<file path="src/rtl/cpu_run_sequencer.sv">
// cpu_run_sequencer: loads the 16x4 imem, holds the CPU in reset, then runs it free or single-step.
// Latency: an accepted load beat appears on imem_we/imem_waddr/imem_wdata one cycle later; control pulses act next cycle.
// Backpressure: ld_ready is high only in IDLE; beats offered in any other state are left pending.
//
// Optional feature macro: BREAKPOINT_EN (adds bp_en / bp_addr and a PC breakpoint in RUN).
//
// Ports:
//   clk, reset                   rising-edge clock, asynchronous active-high reset
//   ld_valid/ld_ready/ld_addr/ld_data   program load port (valid/ready, 1 beat/cycle)
//   start, stop, step, abort     single-cycle control pulses
//   imem_we/imem_waddr/imem_wdata      registered instruction-memory write port
//   cpu_rst, cpu_en              CPU reset (registered) and clock enable (combinational)
//   cpu_pc, cpu_halted           CPU status inputs
//   busy, done, timeout          run status (registered)
//   cycle_count                  enabled CPU cycles since the last BOOT, saturating
//   bp_en, bp_addr               breakpoint controls (BREAKPOINT_EN builds only)

module cpu_run_sequencer #(
  parameter int ADDR_W       = 4,
  parameter int DATA_W       = 4,
  parameter int RESET_CYCLES = 2,
  parameter int CNT_W        = 16,
  parameter int MAX_CYCLES   = 0
) (
  input  logic              clk,
  input  logic              reset,
  // program load port
  input  logic              ld_valid,
  output logic              ld_ready,
  input  logic [ADDR_W-1:0] ld_addr,
  input  logic [DATA_W-1:0] ld_data,
  // control pulses
  input  logic              start,
  input  logic              stop,
  input  logic              step,
  input  logic              abort,
`ifdef BREAKPOINT_EN
  input  logic              bp_en,
  input  logic [ADDR_W-1:0] bp_addr,
`endif
  // instruction memory write port
  output logic              imem_we,
  output logic [ADDR_W-1:0] imem_waddr,
  output logic [DATA_W-1:0] imem_wdata,
  // CPU control / status
  output logic              cpu_rst,
  output logic              cpu_en,
  input  logic [ADDR_W-1:0] cpu_pc,
  input  logic              cpu_halted,
  // run status
  output logic              busy,
  output logic              done,
  output logic              timeout,
  output logic [CNT_W-1:0]  cycle_count
);

  typedef enum logic [2:0] {
    S_IDLE  = 3'd0,
    S_BOOT  = 3'd1,
    S_RUN   = 3'd2,
    S_PAUSE = 3'd3,
    S_STEP  = 3'd4,
    S_DONE  = 3'd5
  } state_t;

  // Boot counter only needs to reach RESET_CYCLES-1.
  localparam int BW = (RESET_CYCLES > 1) ? $clog2(RESET_CYCLES) : 1;
  localparam logic [BW-1:0] BOOT_LAST = BW'(RESET_CYCLES - 1);

  // Watchdog compare is done one bit wider than the counter so a limit equal
  // to 2**CNT_W still compares correctly against a saturated count.
  localparam bit               WD_ON  = (MAX_CYCLES != 0);
  localparam logic [CNT_W:0]   WD_LIM = (CNT_W + 1)'(MAX_CYCLES);

  state_t          state;
  state_t          nxt;
  logic [BW-1:0]   boot_cnt;
  logic            ld_fire;
  logic            bp_hit;
  logic            run_en;
  logic            wd_at_max;
  logic            wd_last;
  logic            boot_entry;
  logic [CNT_W:0]  count_ext;

  assign ld_ready = (state == S_IDLE);
  assign ld_fire  = ld_valid && ld_ready;

`ifdef BREAKPOINT_EN
  // Set for the first RUN cycle after a resume so the instruction parked at
  // the breakpoint address executes instead of re-triggering the breakpoint.
  logic resume_skip;

  always_ff @(posedge clk or posedge reset) begin
    if (reset) begin
      resume_skip <= 1'b0;
    end else begin
      resume_skip <= (state == S_PAUSE) && (nxt == S_RUN);
    end
  end

  assign bp_hit = (state == S_RUN) && bp_en && (cpu_pc == bp_addr) && !resume_skip;
`else
  logic unused_pc;
  assign unused_pc = ^cpu_pc;
  assign bp_hit    = 1'b0;
`endif

  assign count_ext = {1'b0, cycle_count};

  // Count already at the limit (possible after single steps): no further
  // enables in RUN, leave for DONE immediately.
  assign wd_at_max = WD_ON && (count_ext >= WD_LIM);

  // RUN enable: a halted CPU, a breakpoint hit or an exhausted watchdog all
  // suppress execution for this cycle.
  assign run_en  = (state == S_RUN) && !cpu_halted && !bp_hit && !wd_at_max;

  // This enable brings the count to the limit, so it is the last one.
  assign wd_last = WD_ON && run_en && ((count_ext + 1'b1) >= WD_LIM);

  // cpu_rst is only low in RUN/PAUSE/STEP/DONE, so cpu_en (RUN/STEP only)
  // can never overlap CPU reset.
  assign cpu_en = run_en || (state == S_STEP);

  assign boot_entry = (nxt == S_BOOT) && (state != S_BOOT);

  // Next-state decode; abort has the highest priority in every state.
  always_comb begin
    nxt = state;
    case (state)
      S_IDLE: begin
        if (abort)      nxt = S_IDLE;
        else if (start) nxt = S_BOOT;
      end
      S_BOOT: begin
        if (abort)                       nxt = S_IDLE;
        else if (boot_cnt == BOOT_LAST)  nxt = S_RUN;
      end
      S_RUN: begin
        if (abort)                      nxt = S_IDLE;
        else if (cpu_halted)            nxt = S_DONE;
        else if (bp_hit)                nxt = S_PAUSE;
        else if (wd_at_max || wd_last)  nxt = S_DONE;
        else if (stop)                  nxt = S_PAUSE;
      end
      S_PAUSE: begin
        if (abort)      nxt = S_IDLE;
        else if (step)  nxt = cpu_halted ? S_DONE : S_STEP;
        else if (start) nxt = S_RUN;
      end
      S_STEP: begin
        if (abort) nxt = S_IDLE;
        else       nxt = S_PAUSE;
      end
      S_DONE: begin
        if (abort)      nxt = S_IDLE;
        else if (start) nxt = S_BOOT;
      end
      default: nxt = S_IDLE;
    endcase
  end

  // State register and registered outputs. Outputs are derived from the
  // next state so they line up with the state they describe.
  always_ff @(posedge clk or posedge reset) begin
    if (reset) begin
      state       <= S_IDLE;
      boot_cnt    <= '0;
      cpu_rst     <= 1'b1;
      imem_we     <= 1'b0;
      imem_waddr  <= '0;
      imem_wdata  <= '0;
      busy        <= 1'b0;
      done        <= 1'b0;
      timeout     <= 1'b0;
      cycle_count <= '0;
    end else begin
      state <= nxt;

      // Load beats are written exactly one cycle after acceptance; the
      // address/data hold their last value when no beat is accepted.
      imem_we <= ld_fire;
      if (ld_fire) begin
        imem_waddr <= ld_addr;
        imem_wdata <= ld_data;
      end

      cpu_rst <= (nxt == S_IDLE) || (nxt == S_BOOT);
      busy    <= (nxt == S_BOOT) || (nxt == S_RUN) || (nxt == S_PAUSE) || (nxt == S_STEP);
      done    <= (nxt == S_DONE);

      // Entering DONE from RUN without a halt can only be the watchdog
      // (halt outranks it, abort goes to IDLE). Held while in DONE.
      if (nxt == S_DONE) begin
        if (state == S_DONE) timeout <= timeout;
        else                 timeout <= (state == S_RUN) && !cpu_halted;
      end else begin
        timeout <= 1'b0;
      end

      if (boot_entry) begin
        boot_cnt    <= '0;
        cycle_count <= '0;
      end else begin
        if (state == S_BOOT) boot_cnt <= boot_cnt + 1'b1;
        if (cpu_en && !(&cycle_count)) cycle_count <= cycle_count + 1'b1;
      end
    end
  end

endmodule

</file>
<file path="config.mk">
export PLATFORM = sky130hd
export DESIGN_NAME = cpu_run_sequencer
export DESIGN_NICKNAME = d
export VERILOG_FILES = /design/src/rtl/cpu_run_sequencer.sv
export SDC_FILE = /design/constraint.sdc
export NUM_CORES = 1
export LEC_CHECK = 0
export ABC_AREA = 0
export CORE_MARGIN = 2
export CORE_UTILIZATION = 42
export DETAILED_ROUTE_END_ITERATION = 10
export HOLD_SLACK_MARGIN = 0.02
export PLACE_DENSITY = 0.75
export SETUP_SLACK_MARGIN = 0.05
export SLEW_MARGIN = 20
export SYNTH_ARGS = -nofsm -noshare
export SYNTH_HDL_FRONTEND = slang
export SYNTH_SLANG_ARGS = --single-unit
</file>
<file path="constraint.sdc">
create_clock -name clk -period 1.8 [get_ports clk]
set_clock_uncertainty 0.1 [all_clocks]
set_input_delay 0.18 -clock clk [delete_from_list [all_inputs] [get_ports clk]]
set_output_delay 0.18 -clock clk [all_outputs]
set_load 0.02 [all_outputs]
</file>
[After elaboration in Yosys (flattened, before gate mapping)]
Index checks and enable logic that the tools add are counted.
Storage, ports and cells
  register bits after elaboration: 33
  input port bits: 20
Operators by class
  add/subtract/negate cells: 2
  equality and inequality tests: 12
  multiplexer cells: 19
  reductions and logical operators: 17
Operators with widths (count)
  16-bit two-way mux: 2
  3-bit two-way mux: 10
  16-bit by 1-bit adder with 16-bit output (second input constant): 1
  16-bit AND reduction: 1
  3-bit one-hot mux with 5 select lines: 1
  3-bit by 2-bit == test with 1-bit output (second input constant): 4
  3-bit == test (second input constant): 4
  3-bit by 1-bit == test with 1-bit output (second input constant): 2
  3-bit zero test: 2
  1-bit logical OR: 5
  1-bit two-way mux: 5
  1-bit logical AND: 4
  2-bit nonzero test: 2
  3-bit by 1-bit inequality test with 1-bit output (second input constant): 1
  1-bit zero test: 2
  2-bit two-way mux: 1
  2-bit inequality test (second input constant): 1
  2-bit OR reduction: 1
  1-bit adder (second input constant): 1

[Logic depth before layout (Yosys ltp)]
Gate-level depths: netlist (run 1).
  word-level depth: 8
  mapped depth: 7

[Worst setup path before layout (run 1)]
OpenSTA, ideal clock, no wires.
  path kind: register to register
  from: register state[2]
  to: register imem_waddr[0]
  setup time: 125 ps
  arrival time: 1842 ps
  required time: 1575 ps
  path slack: -267 ps
  cell stages (with the launch flop): 6
  path through: dfrtp_1 > buf_2 > nor3_1 > and2_1 > buf_2 > mux2_2
On the way
  cells in the longest elaborated chain, start to end: 2
Ends and longest elaborated chain
  start, declared: RTL line 75  | state_t state;
  start signal, assigned: RTL line 179  | state <= nxt;
  3-bit zero test: RTL line 86  | assign ld_ready = (state == S_IDLE);
  net ld_ready: RTL line 29  | output logic ld_ready,
  1-bit logical AND: RTL line 87  | assign ld_fire = ld_valid && ld_ready;
  net ld_fire: RTL line 78  | logic ld_fire;
  end signal, assigned: RTL line 185  | imem_waddr <= ld_addr;
  end, declared: RTL line 43  | output logic [ADDR_W-1:0] imem_waddr,
The timed path passes the listed nets, and every way through them passes these cells.
A chain may end at the register's enable or synchronous reset.

[Final worst setup path (run 1)]
  from: register state[2]
  to: register cycle_count[15]
On the way
  cells in the longest elaborated chain, start to end: 7
  elaborated cells on any way between the ends: 26
  classes of those cells: eq/ne: 7; mux: 12; reduce/logical: 7
Ends and longest elaborated chain
  3-bit two-way mux, on equally long branches: RTL line 150, 145
  3-bit two-way mux, on equally long branches: RTL line 149, 142
  3-bit two-way mux, on equally long branches: RTL line 148, 141
  3-bit one-hot mux with 5 select lines: RTL line 131  | case (state)
  3-bit by 1-bit == test with 1-bit output: RTL line 126  | assign boot_entry = (nxt == S_BOOT) && (state != S_BOOT);
  1-bit logical AND: RTL line 126
  16-bit two-way mux / 2-bit nonzero test (equally long branches)
  end signal, assigned: RTL line 207  | if (cpu_en && !(&cycle_count)) cycle_count <= cycle_count + 1'b1;
  end, declared: RTL line 54  | output logic [CNT_W-1:0] cycle_count
Several ways; a longest one is shown, not always the timed one.

==> out/metrics.csv, run 1 <==
metric;value;unit
outcome;finished with violations;
violations in the final reports;negative setup slack;
CP Data Arrival Time;2.14;ns
initial antenna violation count;0;
Combinational Power Share;0.500;
largest voltage drop on the vdd net;0.593;mV
fin util;0.730;
total number of nets in the final design;275;
async set-reset flop share out of synthesis;1.00;
layout cell share with drive strength beyond 1;0.369;
vias;1650;
most area-consuming cells after synthesis;sky130_fd_sc_hd__dfrtp_1 46%, sky130_fd_sc_hd__xnor2_1 5.6%, sky130_fd_sc_hd__mux2_2 5.2%, sky130_fd_sc_hd__nor2_1 4.6%, sky130_fd_sc_hd__a211oi_1 2.2%;
leakage power;0.00125;uW
data required time at the worst endpoint;1.87;ns
critical path class;reg2reg;
number of sinks handled by clock tree synthesis;33;
clock period minus worst slack;2.06;ns
Worst setup EP type;flop;
type of the worst min-delay path;in2async;
net switching power;1050;uW
Antenna Nets Post-Route;0;
depth of the worst register-to-register path;7;
startpoint of the worst register-to-register path;state[2]$_DFF_PP0_;
highest fanout seen on the critical path;5;
destination of the worst register-to-register timing path;cycle_count[15]$_DFFE_PP0P_;
internal power;2000;uW
die footprint;4630;um^2
Placed Cells incl. Taps;283;
core footprint;3970;um^2
syn_area_per_cell;10.9;um^2
logic depth of the worst path, buffers included;7;
count of port buffers added during placement;46;
share of synthesized area occupied by flip-flops and latches;0.480;
fin area;2900;um^2
peak per-stage delay on the critical path;0.43;ns
first-pass iteration count of the detailed router;4;
number of top-level pins;51;
maximum buffer depth of the clock tree;2;
crit path cell chain;buf_6 -> nor4b_4 -> buf_4 -> o2111ai_4 -> nor4_4 -> xnor2_1 -> nor2_1;
final routed wirelength across all metal layers;5160;um
Worst Slack Setup Final;-0.262;ns
share of the clock period used by the worst path;1.15;
met3 track utilization from global routing;0.0345;
most frequent cells after synthesis;32 x sky130_fd_sc_hd__dfrtp_1, 21 x sky130_fd_sc_hd__nor2_1, 11 x sky130_fd_sc_hd__xnor2_1;
Netlist Area Pre-Place;1720;um^2
Max Cap Violations;0;
count of flip-flops with a built-in enable after synthesis;0;
post-route non-filler standard cell count;305;
Diodes inserted;0;
clock tree from TritonCTS;yes;
#FFs+latches synth;33;
transition time at the pin with the least slew margin;0.440;ns
Relative slew margins;0.705;
fraction of power consumed by sequential logic;0.325;
Syn Nets;179;
number of max-slew violations in the final report;0;
die width;68.1;um
wire length of the first global-routing pass;7980;um
layout overhead on the synthesized area;68.1;%
buffering stage count on the worst path with inverters included;2;
pin count of the biggest net entering global routing;34;
Post-DP Area;2520;um^2
CP delay by family, top;simple AND/OR/NAND/NOR gates;
unrepaired setup endpoints after global routing;yes;
violation count after the first detailed-route iteration;89;
total global routing overflow;0;
post-synthesis cell type with the largest combined area;sky130_fd_sc_hd__dfrtp_1;
number of remaining DRC errors;0;
count of endpoints failing hold in the final timing report;0;
overall fraction of global-route tracks in use;0.231;
Num CTS Buffers;5;
via count of the first global-routing pass;1699;
Yosys warning total;0;
minimum setup slack among reg-to-reg paths;-0.26;ns
number of distinct library cells after synthesis;48;
die extent in y;68.1;um
gate count after technology mapping;158;
via-per-instance ratio;5.41;
startpoint types;flop;
placed wire-length estimate;3300;um
setup violation total in the final timing report;21;
global routing's busiest layer;met2;
Fmax achieved;485;MHz
crit path max-delay cell type;sky130_fd_sc_hd__dfrtp_2;
effective utilization at floorplan;0.434;
Global Route met2 Usage;0.417;
setup TNS after final layout;-4.48;ns
Clock Root Buffer;sky130_fd_sc_hd__clkbuf_8;
cts-stage hold buffer count;0;
power per standard cell area;1050;nW/um^2
most repeated cell in the gate-level netlist after synthesis;sky130_fd_sc_hd__dfrtp_1;
area share of the leading cell type in the synthesized netlist;0.464;
H-tree depth reported by CTS;2;
insertion delay to the later sink of the worst-skew pair;0.28;ns
main flop type after synthesis;sky130_fd_sc_hd__dfrtp_1;
row count;23;
clk slew on worst S/H paths;0.07;ns
Global Route met1 Usage;0.279;
clock network fraction of total power;0.174;
detail-routed net length per standard cell;16.9;um
routability congestion estimate from global placement;0.869;
Sw Ratio;0.344;
## cell usage in the layout (no fill, tap or decap), types with 3 or more instances in the layout
master,n
sky130_fd_sc_hd__nand2_1,6
sky130_fd_sc_hd__and4_1,4
sky130_fd_sc_hd__buf_12,3
sky130_fd_sc_hd__xnor2_1,11
sky130_fd_sc_hd__dfrtp_2,3
sky130_fd_sc_hd__nor2_1,20
sky130_fd_sc_hd__nand3_1,3
sky130_fd_sc_hd__a21oi_1,3
sky130_fd_sc_hd__clkbuf_8,5
sky130_fd_sc_hd__mux2_4,8
sky130_fd_sc_hd__dfrtp_1,29
sky130_fd_sc_hd__clkdlybuf4s50_1,43
sky130_fd_sc_hd__buf_4,42
sky130_fd_sc_hd__nand4_1,3
sky130_fd_sc_hd__inv_1,5
sky130_fd_sc_hd__buf_6,5
sky130_fd_sc_hd__nor2b_1,3
sky130_fd_sc_hd__o211ai_1,3
sky130_fd_sc_hd__a211oi_1,3
## worst max-delay path by stage
stage,from,endpoint,slack [ns]
2_1_floorplan,state[0]$_DFF_PP0_,cycle_count[11]$_DFFE_PP0P_,-0.15
3_3_place_gp,start,cycle_count[13]$_DFFE_PP0P_,-0.47
3_5_place_dp,step,cycle_count[7]$_DFFE_PP0P_,-0.69
4_1_cts,state[2]$_DFF_PP0_,cycle_count[15]$_DFFE_PP0P_,-0.21
5_1_grt,state[2]$_DFF_PP0_,cycle_count[15]$_DFFE_PP0P_,-0.36
6_report,state[2]$_DFF_PP0_,cycle_count[15]$_DFFE_PP0P_,-0.26
## worst min-delay path, cell delays in order
cell and delay (ns):
sky130_fd_sc_hd__clkdlybuf4s50_1 0.41, sky130_fd_sc_hd__inv_1 0.06, sky130_fd_sc_hd__buf_4 0.37
## power by group through the flow
stage | Combinational [uW] | Sequential, uW | Clock [uW]
after floorplan | 504 | 1150 | 0
after global placement | 1190 | 985 | 0
after detailed placement | 1230 | 997 | 0
after CTS | 1370 | 983 | 545
after global routing | 1610 | 1010 | 571
final | 1530 | 992 | 532
## layout make-up
cell class / count / area [um^2]
Fill cell: 264 / 1070
Multi-Input combinational cell: 113 / 1000
Timing Repair Buffer: 96 / 905
Sequential cell: 33 / 831
Clock buffer: 6 / 72.6
Tap cell: 50 / 62.6
Inverter: 5 / 18.8
Clock inverter: 2 / 10.0
## sequential cells by signal, indices dropped and copies added (netlist names), 3 cells and up
register     cells
cycle_count     16
imem_waddr       4
imem_wdata       4
state            3
## metrics by stage
step	hold WS [ns]	worst slack (ns)	total power (uW)
2_1_floorplan	0.152	-0.153	1660
3_3_place_gp	0.390	-0.469	2170
3_5_place_dp	0.394	-0.688	2220
4_1_cts	0.210	-0.210	2900
5_1_grt	0.228	-0.365	3190
6_report	0.205	-0.262	3050
## layer usage
layer	part of all wire	vias to the layer above	routed length (um)
li1	-	761	-
met1	0.41	841	2130
met2	0.54	40	2800
met3	0.029	8	152
met4	0.015	0	76
met5	0	-	0
## cells by family (layout without fill, tap and decap cells)
kind of cell	after synthesis	in the layout	synth area share
compound gates	26	26	0.125
buf+inv	12	109	0.0370
flops	33	33	0.480
xor+xnor	13	13	0.0660
mux	10	10	0.0639
fa+ha+maj	1	1	0.00726
simple gates	63	63	0.221
## timing repair
| action | 4_1_cts | 5_1_grt |
|---|---|---|
| endpoints found under the setup margin | 31 | 32 |
| setup buffers | 12 | 1 |
| gates resized for setup | 27 | 20 |
| cloned | 0 | 1 |
| pin swaps | 9 | 5 |
No activity file was read; power rests on OpenSTA's default activity.
==> run 2, diff against run 1 <==
Settings changed: CTS_CLUSTER_DIAMETER from default to 100.
==> results of run 2 <==
No change in the layout: final DEF, timing and power equal those of run 1.
